[src/rtl/lsu_core.sv]
// Load/store unit owning the 16-bit memory bus: arbitrates RMW write-backs over
// scheduler loads/stores, returns load data with a register tag, and aborts stalled transfers.
module lsu_core #(
  parameter int TAG_W       = 4,
  parameter int MEM_TIMEOUT = 64
) (
  input  logic             clk,
  input  logic             a_rst,
  input  logic             sched_req,
  input  logic             sched_we,
  input  logic [15:0]      sched_addr,
  input  logic [15:0]      sched_data,
  input  logic [TAG_W-1:0] sched_tag,
  output logic             sched_ack,
  input  logic             rmw_data_rdy,
  input  logic [15:0]      rmw_addr,
  input  logic [15:0]      rmw_data,
  input  logic             rmw_deny_op,
  output logic             rmw_ack,
  output logic             mem_req,
  output logic             mem_we,
  output logic [15:0]      mem_addr,
  output logic [15:0]      mem_data_out,
  input  logic             mem_rdy,
  input  logic [15:0]      mem_data_in,
  output logic             rf_wr,
  output logic [TAG_W-1:0] rf_wr_tag,
  output logic [15:0]      rf_wr_data,
  output logic             bus_err,
  output logic             busy
);

  typedef enum logic [1:0] {IDLE = 2'd0, READ = 2'd1, WRITE = 2'd2} state_t;

  localparam logic [7:0] WD_LAST = 8'(MEM_TIMEOUT - 1);

  state_t           state_q, state_d;
  logic [15:0]      addr_q, addr_d;
  logic [15:0]      wdata_q, wdata_d;
  logic [TAG_W-1:0] tag_q, tag_d;
  logic [7:0]       wd_q, wd_d;
  logic             guard_q, guard_d;
  logic             rf_wr_q, rf_wr_d;
  logic [TAG_W-1:0] rf_tag_q, rf_tag_d;
  logic [15:0]      rf_data_q, rf_data_d;
  logic             bus_err_q, bus_err_d;
  logic             idle, xfer_done, xfer_timeout;

  always_comb begin
    idle         = (state_q == IDLE);
    rmw_ack      = idle & rmw_data_rdy & ~guard_q;
    sched_ack    = idle & sched_req & ~rmw_ack & ~rmw_deny_op;
    mem_req      = ~idle;
    mem_we       = (state_q == WRITE);
    mem_addr     = addr_q;
    mem_data_out = wdata_q;
    busy         = ~idle;
    rf_wr        = rf_wr_q;
    rf_wr_tag    = rf_tag_q;
    rf_wr_data   = rf_data_q;
    bus_err      = bus_err_q;
    xfer_done    = mem_req & mem_rdy;
    xfer_timeout = mem_req & ~mem_rdy & (wd_q == WD_LAST);
  end

  always_comb begin
    state_d   = state_q;
    addr_d    = addr_q;
    wdata_d   = wdata_q;
    tag_d     = tag_q;
    wd_d      = wd_q;
    // Guard survives the write and drops after one IDLE cycle, so an RMW stage
    // still presenting rmw_data_rdy right after completion cannot be re-accepted.
    guard_d   = idle ? 1'b0 : guard_q;
    rf_wr_d   = 1'b0;
    rf_tag_d  = rf_tag_q;
    rf_data_d = rf_data_q;
    bus_err_d = 1'b0;
    case (state_q)
      IDLE: begin
        if (rmw_ack) begin
          addr_d  = rmw_addr;
          wdata_d = rmw_data;
          wd_d    = 8'd0;
          guard_d = 1'b1;
          state_d = WRITE;
        end else if (sched_ack) begin
          addr_d  = sched_addr;
          wdata_d = sched_we ? sched_data : 16'd0;
          tag_d   = sched_tag;
          wd_d    = 8'd0;
          state_d = sched_we ? WRITE : READ;
        end
      end
      READ, WRITE: begin
        if (xfer_done) begin
          state_d = IDLE;
          if (state_q == READ) begin
            rf_wr_d   = 1'b1;
            rf_tag_d  = tag_q;
            rf_data_d = mem_data_in;
          end
        end else if (xfer_timeout) begin
          state_d   = IDLE;
          bus_err_d = 1'b1;
        end else begin
          wd_d = wd_q + 8'd1;
        end
      end
      default: state_d = IDLE;
    endcase
  end

  always_ff @(posedge clk or posedge a_rst) begin
    if (a_rst) begin
      state_q   <= IDLE;
      addr_q    <= '0;
      wdata_q   <= '0;
      tag_q     <= '0;
      wd_q      <= '0;
      guard_q   <= 1'b0;
      rf_wr_q   <= 1'b0;
      rf_tag_q  <= '0;
      rf_data_q <= '0;
      bus_err_q <= 1'b0;
    end else begin
      state_q   <= state_d;
      addr_q    <= addr_d;
      wdata_q   <= wdata_d;
      tag_q     <= tag_d;
      wd_q      <= wd_d;
      guard_q   <= guard_d;
      rf_wr_q   <= rf_wr_d;
      rf_tag_q  <= rf_tag_d;
      rf_data_q <= rf_data_d;
      bus_err_q <= bus_err_d;
    end
  end

endmodule

[config.mk]
export PLATFORM = sky130hd
export DESIGN_NAME = lsu_core
export DESIGN_NICKNAME = d
export VERILOG_FILES = /design/src/rtl/lsu_core.sv
export SDC_FILE = /design/constraint.sdc
export NUM_CORES = 1
export LEC_CHECK = 0
export ABC_AREA = 1
export CAP_MARGIN = 10
export CELL_PAD_IN_SITES_DETAIL_PLACEMENT = 0
export CELL_PAD_IN_SITES_GLOBAL_PLACEMENT = 2
export CORE_MARGIN = 1.5
export CORE_UTILIZATION = 24
export DETAILED_ROUTE_END_ITERATION = 10
export GPL_ROUTABILITY_DRIVEN = 0
export PLACE_DENSITY = 0.92
export SYNTH_ARGS = -nofsm -noshare
export SYNTH_HDL_FRONTEND = slang
export SYNTH_SLANG_ARGS = --single-unit
[constraint.sdc]
create_clock -name clk -period 3.6 [get_ports clk]
set_input_delay 0.54 -clock clk [delete_from_list [all_inputs] [get_ports clk]]
set_output_delay 0.54 -clock clk [all_outputs]
set_load 0.03 [all_outputs]
[Yosys cells after proc, flatten, opt, wreduce, memory -nomap -nowiden]
Cells that the tools add are included.
Storage, ports and cells
  output and inout bits: 59
  ROM bits: 0
  memory bits (writable): 0
  memories kept: 0
  latch bits: 0
  flip-flop bits (word level): 69
  word-level logic and storage cells: 65
  input bits: 91
Operators by class
  equality and inequality tests: 7
  add/subtract/negate cells: 1
  $lt $le $gt $ge: 0
  bitwise logic cells: 13
  multiply operators: 0
  divide/modulo/power cells: 0
  muxes and demuxes: 25
  reductions and logical operators: 9
  shifts and indexed selects: 0
Operators with widths (number)
  16-bit two-way mux: 5
  8-bit two-way mux: 4
  8-bit one-hot mux with 2 select lines: 1
  2-bit two-way mux: 5
  1-bit two-way mux: 9
  8-bit by 1-bit adder with 8-bit output, second input constant: 1
  1-bit AND: 8
  8-bit by 6-bit == test with 1-bit output, second input constant: 1
  3-bit inequality test, second input constant: 2
  3-bit AND reduction: 2
  1-bit inverter: 5
  2-bit inequality test, second input constant: 2
  2-bit one-hot mux with 2 select lines: 1
  2-bit AND reduction: 2
  4-bit AND reduction: 1
  2-bit nonzero test: 2
  2-bit by 1-bit == test with 1-bit output, second input constant: 1
  2-bit == test, second input constant: 1
  2-bit logical NOT: 1
  2-bit OR reduction: 1

[Logic depth before layout (Yosys ltp)]
Gate-level depths: netlist (run 1).
  depth after elaboration: 9
  depth in mapped cells: 10

[Worst setup path before layout (run 1)]
No wires, ideal clock.
  path kind: register -> output
  from: register state_q[0]
  to: output port sched_ack
  data required time: 3060 ps
  data arrival time: 1356 ps
  path slack: 1704 ps
  stages on the path, launching flop included: 7
  cells stage by stage: dfrtp_1 > inv_1 > ha_1 > inv_2 > nor2_4 > nand2_4 > clkinv_1
On the way
  word-level cells in the longest chain between the ends: 6
  elaborated cells between the ends (all ways): 7
Ends and longest elaborated chain
  from (decl): line 37  | state_t state_q, state_d;
  from (signal assigned): line 127  | state_q <= state_d;
  2-bit logical NOT *: line 50  | idle = (state_q == IDLE);
  1-bit AND (2 in a row): line 51  | rmw_ack = idle & rmw_data_rdy & ~guard_q;
  1-bit inverter (no source line)
  1-bit AND * (2 in a row): line 52  | sched_ack = idle & sched_req & ~rmw_ack & ~rmw_deny_op;
  to (decl): line 14  | output logic sched_ack,
Mark *: on every way between the ends. The rest lies on a longest branch, timed or not.

[Worst setup path after layout (run 1)]
Same ends and word-level chain as after synthesis.

==> impl_metrics.csv, run 1 <==
group,metric,value,unit
drt,num_vias,3121,
placed_design,dp.cells,712,
cells_and_area,antennaDiodeCount,0,
floorplan,die_area,14320,sq um
cells_and_area,area_delta_synth_final,60.36,%
placed_design,port_buffers,149,
clocking,cts_root_buf,"clkbuf_16",
yosys,yosysMostFrequentCell,"nand2_1",
sta,rsz0062_at_grt,"no",
sta,fin_skew,0.005521,ns
sta,tns,0,ns
cells_and_area,final_util,39.56,%
power_and_ir_drop,ir_worst_vdd,0.4145,mV
power_and_ir_drop,power_density,872.3,nW/um^2
global_routing,overflow,0,
clocking,clk-insertion-delay-late,0.33,ns
status,status,"completed",
yosys,synth_top_area_cell,"dfrtp_1",
clocking,cts_setup_buffers,0,
clocking,path_clk_slew,0.06,ns
drt,drt_wl_total,9.298,mm
sta,finalSetupViolCount,0,
yosys,yosys-top-cells-area,"dfrtp_1 (53%), nand2_1 (15%), nand3_1 (4.9%)",
global_routing,antenna_found_initial,0,
floorplan,start_util,24.67,%
sta,clock.fmax,0.3387,GHz
run,drv_cap,0,
worst_setup_path,critical_path_required,3.06,ns
sta,tightest_slew,0.9094,ns
floorplan,core_area,13240,sq um
worst_setup_path,cp-startpoint,"state_q[0]$_DFFE_PP0P_",
power_and_ir_drop,leakage,2.301,nW
sta,maxSlewViolCount,0,
drt,drtIter0Drc,111,
clocking,cts_tree,"built",
floorplan,die_x,119.7,microns
worst_setup_path,crit_path_end_kind,"primary output",
worst_setup_path,crit_path_max_fanout,18,
cells_and_area,stdcell_count,728,
yosys,yosysWarnings,0,
clocking,cts_buffer_depth,2,
sta,whs,0.4772,ns
yosys,syn-instance-count,400,
yosys,yosysTopAreaCellShare,52.85,%
worst_setup_path,path_class,"flop to primary output",
yosys,synth-seq-cells,69,
sta,slew_headroom,39.38,%
yosys,ys_seq_area_share,52.85,%
yosys,ys.flop_type,"dfrtp_1",
yosys,ys_async_sr_fraction,100.0,%
sta,hold_violations,0,
cells_and_area,fillers,1339,
yosys,syn_nets,495,
yosys,synth_area,3267,sq um
worst_hold_path,hold_start,"rf_wr_data[13]$_DFFE_PP0P_",
cells_and_area,fin_nets,642,
global_routing,grt_max_degree,70,
placed_design,dp.final_hpwl,6.564,mm
yosys,synth-edff-count,0,
drt,drc,0,
yosys,ys_types,26,
yosys,synthTopCellsByCount,"nand2_1 (134), dfrtp_1 (69), nor2_1 (42), nand3_1 (32), o21ai_0 (26)",
global_routing,grt_pass1_vias,3086,
drt,via_per_inst,4.287,
floorplan,num_io_pins,150,
clocking,cts-resized-gates,0,
worst_setup_path,worstSetupStartpointType,"flop",
clocking,hold_buffers,0,
global_routing,grt_usage,13.30,%
worst_setup_path,crit_arrival,2.41,ns
floorplan,die_height,119.7,microns
drt,wl_per_cell,12.77,microns
floorplan,fp-row-count,42,
cells_and_area,drive_gt1_share,7.428,%
sta,fin_crit,2.952,ns
drt,first_pass_iters,6,
drt,antenna_left,0,
sta,fin_crit_sh,82.01,%
global_routing,grt_pass1_wl,15.23,mm
yosys,avgSynthCellArea,8.167,sq um
clocking,clock-sinks,69,
worst_setup_path,r2r-start,"state_q[0]$_DFFE_PP0P_",
clocking,cts_buffers,9,
worst_hold_path,hold_class,"flop to flop",
clocking,htree_levels,3,
[layout make-up]
cell class	count	area, sq um	share of cell area [%]
clock buffer	9	225.2	4.299
clock inverter	7	100.1	1.911
inverter	25	93.84	1.791
multi-input combinational	287	1336	25.51
sequential	69	1727	32.96
tap	176	220.2	4.203
timing repair buffer	155	1536	29.33
[metrics by stage]
| stage | power [mW] | cell area (sq um) | worst slack, ns |
|---|---|---|---|
| finish | 4.570 | 5239 | 0.6477 |
| global route | 4.882 | 5239 | 0.4905 |
| CTS | 4.636 | 5239 | 0.6117 |
| detailed placement | 3.643 | 4913 | 0.7803 |
| global placement | 3.621 | 4913 | 0.7820 |
| floorplan | 2.725 | 3267 | 1.320 |
[logic make-up after synthesis]
logic type / share of synthesized area, %
AOI/OAI and AO/OA: 10.26
adders and majority gates: 1.532
buffers and inverters: 6.243
DFF: 52.85
and+or+nand+nor: 29.11
[layer usage]
metal | global-route usage, % | vias up | wire (microns)
met2 | 21.80 | 92 | 4390
met3 | 4.990 | 7 | 691
met5 | 0 | - | 0
met4 | 4.018 | 0 | 102
met1 | 16.26 | 1440 | 4114
li1 | - | 1582 | -
[report_power, final]
part	total, mW	internal, mW	switching, mW
registers	1.29	1.11	0.180
logic	2.32	0.909	1.41
clock network	0.961	0.610	0.351
total	4.57	2.62	1.95
[state kept, by name, summed over array words and instances (netlist names), named ones only]
signal / count
tag_q: 4
mem_addr: 16
mem_data_out: 16
wd_q: 8
rf_wr_tag: 4
state_q: 2
rf_wr_data: 16
rf_wr: 1
bus_err: 1
[placed cells by master, fill, tap and decap left out, types with 2 or more instances in the layout]
| cell | netlist | routed |
|---|---|---|
| a21oi_1 | 14 | 14 |
| clkbuf_16 | 0 | 9 |
| a21oi_2 | 4 | 4 |
| clkinv_1 | 2 | 2 |
| nand4_1 | 2 | 2 |
| nor2_1 | 42 | 42 |
| clkdlybuf4s50_1 | 0 | 149 |
| ha_1 | 4 | 4 |
| o21ai_0 | 26 | 26 |
| nand3_4 | 2 | 2 |
| clkinv_4 | 0 | 4 |
| bufinv_16 | 0 | 2 |
| dfrtp_1 | 69 | 69 |
| inv_1 | 19 | 18 |
| nor2_2 | 4 | 4 |
| buf_4 | 2 | 6 |
| a31oi_1 | 16 | 16 |
| nand2_1 | 134 | 134 |
| inv_2 | 4 | 5 |
| nand3_1 | 32 | 32 |
[path summary, 6_finish.rpt]
path	endpoint	slack (ns)	depth (start not counted)
max in group asynchronous	asynchronous set/reset pin	2.19	3
max	sched_ack	0.65	7
min in group asynchronous	wd_q[0]$_DFFE_PP0P_	0.80	3
min	rf_wr_data[13]$_DFFE_PP0P_	0.48	2
min reg2reg	rf_wr_data[13]$_DFFE_PP0P_	0.48	2
max reg2reg	mem_data_out[5]$_DFFE_PP0P_	1.53	9
[critical path, stage by stage, from the launching register on]
cell	delay (ns)
dfrtp_1	0.40
inv_1	0.09
ha_1	0.29
inv_2	0.14
nor2_4	0.14
nand2_4	0.14
clkinv_1	0.17
clkdlybuf4s50_1	0.70
(Power assumes the default switching activity.)
==> run 2: changes to the inputs <==
- CORE_UTILIZATION: 24 -> 20
- PLACE_DENSITY: 0.92 -> 0.82
- clock period: 3.6 -> 2.45 ns (I/O delays scaled with it)
==> impl_metrics.csv, run 2 (same netlist as run 1, synthesis figures left out) <==
group,metric,value,unit
sta,tightest_slew,0.8129,ns
status,status,"completed",
placed_design,dp.cells,754,
power_and_ir_drop,leakage,2.309,nW
sta,maxSlewViolCount,0,
power_and_ir_drop,total_power,6.649,mW
power_and_ir_drop,clkPwrFrac,19.7,%
worst_setup_path,crit_path_end_kind,"primary output",
floorplan,die_area,17110,sq um
worst_setup_path,cp-startpoint,"state_q[0]$_DFFE_PP0P_",
power_and_ir_drop,power_density,1257,nW/um^2
sta,finalSetupViolCount,0,
global_routing,grt_max_degree,43,
power_and_ir_drop,p_int,3.794,mW
clocking,cts_buffers,9,
sta,hold_violations,0,
global_routing,overflow,0,
floorplan,core_area,15940,sq um
clocking,path_clk_slew,0.06,ns
clocking,clk-insertion-delay-late,0.34,ns
power_and_ir_drop,ir_worst_vdd,0.5063,mV
cells_and_area,drive_gt1_share,7.220,%
drt,num_vias,3148,
drt,via_per_inst,4.088,
sta,fin_crit,2.297,ns
drt,drtIter0Drc,129,
worst_setup_path,crit_chain,"inv_1, ha_1, inv_2, clkdlybuf4s50_1",
worst_setup_path,max_stage_delay,0.71,ns
floorplan,fp-row-count,46,
cells_and_area,area_delta_synth_final,61.85,%
cells_and_area,fin_nets,644,
worst_setup_path,crit_slowest_cell,"clkdlybuf4s50_1",
sta,tns,0,ns
floorplan,num_io_pins,150,
drt,drt_wl_total,9.811,mm
clocking,cts_buffer_depth,2,
clocking,cts_tree,"built",
worst_setup_path,crit_path_max_fanout,8,
cells_and_area,final_common_cell,"clkdlybuf4s50_1",
floorplan,die_height,130.8,microns
global_routing,grt_pass1_vias,3182,
cells_and_area,fin_area,5288,sq um
placed_design,port_buffers,149,
placed_design,dp.final_hpwl,7.049,mm
power_and_ir_drop,switching_share,42.93,%
drt,wl_per_cell,12.74,microns
floorplan,die_x,130.8,microns
global_routing,grt_usage,11.94,%
run,drv_cap,0,
sta,slew_headroom,45.63,%
cells_and_area,layout.cells.most_common_list,"clkdlybuf4s50_1 (147), nand2_1 (134), dfrtp_1 (69)",
drt,first_pass_iters,4,
global_routing,antenna_found_initial,0,
worst_setup_path,path_class,"flop to primary output",
sta,fin_crit_sh,93.76,%
drt,antenna_left,0,
cells_and_area,stdcell_count,770,
worst_setup_path,worstSetupStartpointType,"flop",
sta,rsz0062_at_grt,"no",
floorplan,start_util,20.49,%
drt,drc,0,
clocking,htree_levels,3,
worst_setup_path,r2r_cells,10,
worst_setup_path,crit_buf_inv,3,
worst_setup_path,r2r-start,"state_q[0]$_DFFE_PP0P_",
placed_design,post_dp_cell_area,4991,sq um
clocking,cts_setup_buffers,0,
sta,clock.fmax,0.4353,GHz
clocking,cts_root_buf,"clkbuf_16",
sta,fin_skew,0.007099,ns
power_and_ir_drop,combPwrFrac,51.9,%
global_routing,grt_pass1_wl,15.72,mm
power_and_ir_drop,switching_power,2.854,mW
power_and_ir_drop,seqPwrFrac,28.4,%
cells_and_area,antennaDiodeCount,0,
clocking,hold_buffers,0,
sta,whs,0.4731,ns
clocking,clock-sinks,69,
worst_setup_path,critical_path_required,2.08,ns
worst_setup_path,cp.depth,4,
worst_hold_path,hold_class,"primary input to asynchronous set/reset pin",
worst_setup_path,crit_arrival,1.93,ns
worst_setup_path,cpLargestDelayFamily,"buffers and inverters",
-- run 2: per-layer routing --
layer	GRT usage, %	routed length (microns)
met2	19.72	4715
met3	5.008	806
met5	0	0
met4	4.331	110
met1	13.90	4177
-- run 2: tightest hold or removal path: cells and delay by family --
| kind | cells | cell delay, ns |
|---|---|---|
| buf+inv | 3 | 0.86 |
-- run 2: area by class of cell --
| type | count | area [sq um] |
|---|---|---|
| Inverter | 25 | 93.84 |
| Fill cell | 1681 | 10660 |
| Clock inverter | 3 | 45.04 |
| Tap cell | 216 | 270.3 |
| Sequential cell | 69 | 1727 |
| Multi-Input combinational cell | 287 | 1336 |
| Timing Repair Buffer | 157 | 1565 |
| Clock buffer | 13 | 250.2 |
-- run 2: worst paths after layout --
check	slack (ns)	end
setup / recovery	0.15	busy
hold / removal	0.47	rf_wr_data[5]$_DFFE_PP0P_
setup reg to reg	0.38	mem_data_out[14]$_DFFE_PP0P_
hold reg to reg	0.47	rf_wr_data[2]$_DFFE_PP0P_
max in group asynchronous	1.61	mem_addr[15]$_DFFE_PP0P_
min in group clk	0.47	rf_wr_data[2]$_DFFE_PP0P_
-- run 2: what timing repair did --
action                                  4_1_cts  5_1_grt
resized for setup                             1        1
endpoints found under the setup margin        1        1
gates cloned                                  0        0
-- run 2: power groups by stage --
stage | registers [mW] | clock network (mW) | logic [mW]
final | 1.89 | 1.31 | 3.45
after global routing | 1.96 | 1.40 | 3.76
after CTS | 1.90 | 1.37 | 3.50
after detailed placement | 1.91 | 0 | 3.50
after global placement | 1.90 | 0 | 3.48
after floorplan | 2.70 | 0 | 1.31
-- run 2: metrics by stage --
| stage | utilization [%] | worst slack (ns) |
|---|---|---|
| 3_3_place_gp | 31.31 | 0.2416 |
| 4_1_cts | 33.15 | 0.03122 |
| 5_1_grt | 33.17 | 0.02563 |
| 3_5_place_dp | 31.31 | 0.2108 |
| 2_1_floorplan | - | 0.3426 |
| 6_report | 33.17 | 0.1529 |
==> run 3: changes to the inputs <==
- CAP_MARGIN: 10 -> 20
- MAX_ROUTING_LAYER: default -> met4
==> impl_metrics.csv, run 3 (same netlist as run 1, synthesis figures left out) <==
group,metric,value,unit
floorplan,die_area,17110,sq um
cells_and_area,fin_area,5288,sq um
global_routing,grt_usage,12.33,%
clocking,clock-sinks,69,
power_and_ir_drop,combPwrFrac,51.9,%
cells_and_area,stdcell_count,770,
sta,tns,0,ns
sta,whs,0.4744,ns
clocking,clk-insertion-delay-late,0.34,ns
worst_setup_path,worstSetupStartpointType,"flop",
placed_design,dp.final_hpwl,7.049,mm
cells_and_area,area_delta_synth_final,61.85,%
cells_and_area,drive_gt1_share,7.220,%
sta,maxSlewViolCount,0,
worst_hold_path,hold_class,"flop to flop",
global_routing,overflow,0,
cells_and_area,multiInputGateArea,1336,sq um
clocking,path_clk_slew,0.05,ns
sta,fin_crit,2.296,ns
floorplan,num_io_pins,150,
worst_setup_path,crit_path_max_fanout,8,
placed_design,post_dp_cell_area,4991,sq um
power_and_ir_drop,leakage,2.309,nW
placed_design,port_buffers,149,
worst_setup_path,cpLargestDelayFamily,"buffers and inverters",
placed_design,dp.cells,754,
cells_and_area,final_common_cell,"clkdlybuf4s50_1",
floorplan,start_util,20.49,%
power_and_ir_drop,switching_share,42.90,%
floorplan,die_x,130.8,microns
global_routing,grt_pass1_wl,15.76,mm
drt,drt_wl_total,9.793,mm
floorplan,fp-row-count,46,
sta,fin_crit_sh,93.70,%
power_and_ir_drop,p_int,3.794,mW
floorplan,die_height,130.8,microns
cells_and_area,layout.cells.most_common_list,"clkdlybuf4s50_1 (147), nand2_1 (134), dfrtp_1 (69)",
cells_and_area,antennaDiodeCount,0,
drt,via_per_inst,4.069,
clocking,cts_root_buf,"clkbuf_16",
worst_setup_path,crit_slowest_cell,"clkdlybuf4s50_1",
clocking,cts_buffers,9,
global_routing,grt_max_degree,43,
cells_and_area,fin_nets,644,
worst_setup_path,crit_path_end_kind,"primary output",
clocking,cts_buffer_depth,2,
worst_setup_path,max_stage_delay,0.71,ns
worst_setup_path,reg2reg_slack,0.39,ns
worst_setup_path,timing.rr.end,"mem_data_out[14]$_DFFE_PP0P_",
worst_setup_path,path_class,"flop to primary output",
worst_setup_path,r2r_cells,10,
run,drv_cap,0,
clocking,htree_levels,3,
sta,clock.fmax,0.4356,GHz
global_routing,antenna_found_initial,0,
floorplan,core_area,15940,sq um
clocking,hold_buffers,0,
drt,antenna_left,0,
status,status,"completed",
sta,hold_violations,0,
drt,drtIter0Drc,105,
worst_setup_path,crit_arrival,1.93,ns
sta,finalSetupViolCount,0,
power_and_ir_drop,clkPwrFrac,19.7,%
sta,rsz0062_at_grt,"no",
worst_setup_path,crit_buf_inv,3,
power_and_ir_drop,switching_power,2.851,mW
power_and_ir_drop,total_power,6.645,mW
sta,fin_skew,0.006892,ns
worst_setup_path,critical_path_required,2.08,ns
worst_setup_path,r2r-start,"state_q[0]$_DFFE_PP0P_",
power_and_ir_drop,ir_worst_vdd,0.5066,mV
drt,num_vias,3133,
worst_setup_path,crit_chain,"inv_1, ha_1, inv_2, clkdlybuf4s50_1",
sta,tightest_slew,0.8053,ns
worst_hold_path,hold_end,"rf_wr_data[2]$_DFFE_PP0P_",
global_routing,grt_pass1_vias,3167,
cells_and_area,fillers,1681,
worst_hold_path,hold_start,"rf_wr_data[2]$_DFFE_PP0P_",
drt,drc,0,
worst_hold_path,min_path_cells,2,
power_and_ir_drop,seqPwrFrac,28.4,%
cells_and_area,seqCellArea,1727,sq um
drt,wl_per_cell,12.72,microns
sta,slew_headroom,46.14,%
power_and_ir_drop,power_density,1257,nW/um^2
drt,first_pass_iters,4,
clocking,cts_tree,"built",
## run 3: metal layers
layer  global-route usage, %  vias to the layer above  wire length [microns]
li1                        -                     1592                      -
met1                   14.28                     1430                   4269
met2                   19.75                       98                   4660
met3                   4.479                       13                    711
met4                   4.331                        0                    151
met5                       -                        -                      0
## run 3: cell type report
type                       instances  share of cell area (%)
sequential                        69                   32.66
timing repair buffer             157                   29.60
multi-input combinational        287                   25.27
tap                              216                   5.111
clock buffer                      13                   4.733
inverter                          25                   1.775
clock inverter                     3                  0.8519
## run 3: worst reg2reg max path: stages, from the launching register on
cell	delay [ns]
dfrtp_1	0.39
inv_1	0.08
ha_1	0.30
inv_2	0.14
nor2_4	0.14
nand2_4	0.07
buf_4	0.19
nand2_2	0.21
buf_12	0.24
nor2_1	0.08
a31oi_1	0.14
## run 3: worst max path at each step
stage / start / end / slack, ns / cells after the start
CTS: state_q[0]$_DFFE_PP0P_ / rmw_ack / 0.03 / 5
global route: state_q[0]$_DFFE_PP0P_ / sched_ack / 0.03 / 7
finish: state_q[0]$_DFFE_PP0P_ / busy / 0.15 / 4
detailed placement: state_q[0]$_DFFE_PP0P_ / sched_ack / 0.21 / 7
floorplan: a_rst / asynchronous set/reset pin / 0.34 / 1
global placement: sched_req / sched_ack / 0.24 / 6
## run 3: per-stage QoR
| stage | utilization (%) | setup slack [ns] |
|---|---|---|
| 3_5_place_dp | 31.31 | 0.2108 |
| 4_1_cts | 33.15 | 0.03122 |
| 6_report | 33.17 | 0.1544 |
| 2_1_floorplan | - | 0.3426 |
| 5_1_grt | 33.17 | 0.02556 |
| 3_3_place_gp | 31.31 | 0.2416 |
## run 3: power groups by stage
| stage | logic, mW | registers (mW) | clock network (mW) |
|---|---|---|---|
| finish | 3.45 | 1.89 | 1.31 |
| global route | 3.77 | 1.96 | 1.40 |
| CTS | 3.50 | 1.90 | 1.37 |
| detailed placement | 3.50 | 1.91 | 0 |
| global placement | 3.48 | 1.90 | 0 |
| floorplan | 1.31 | 2.70 | 0 |
## run 3: repair_timing
| action | in CTS | in global routing |
|---|---|---|
| setup buffers | 0 | 0 |
| setup endpoints to repair | 1 | 1 |
| resized for setup | 1 | 1 |
| hold endpoints to repair | 0 | 0 |
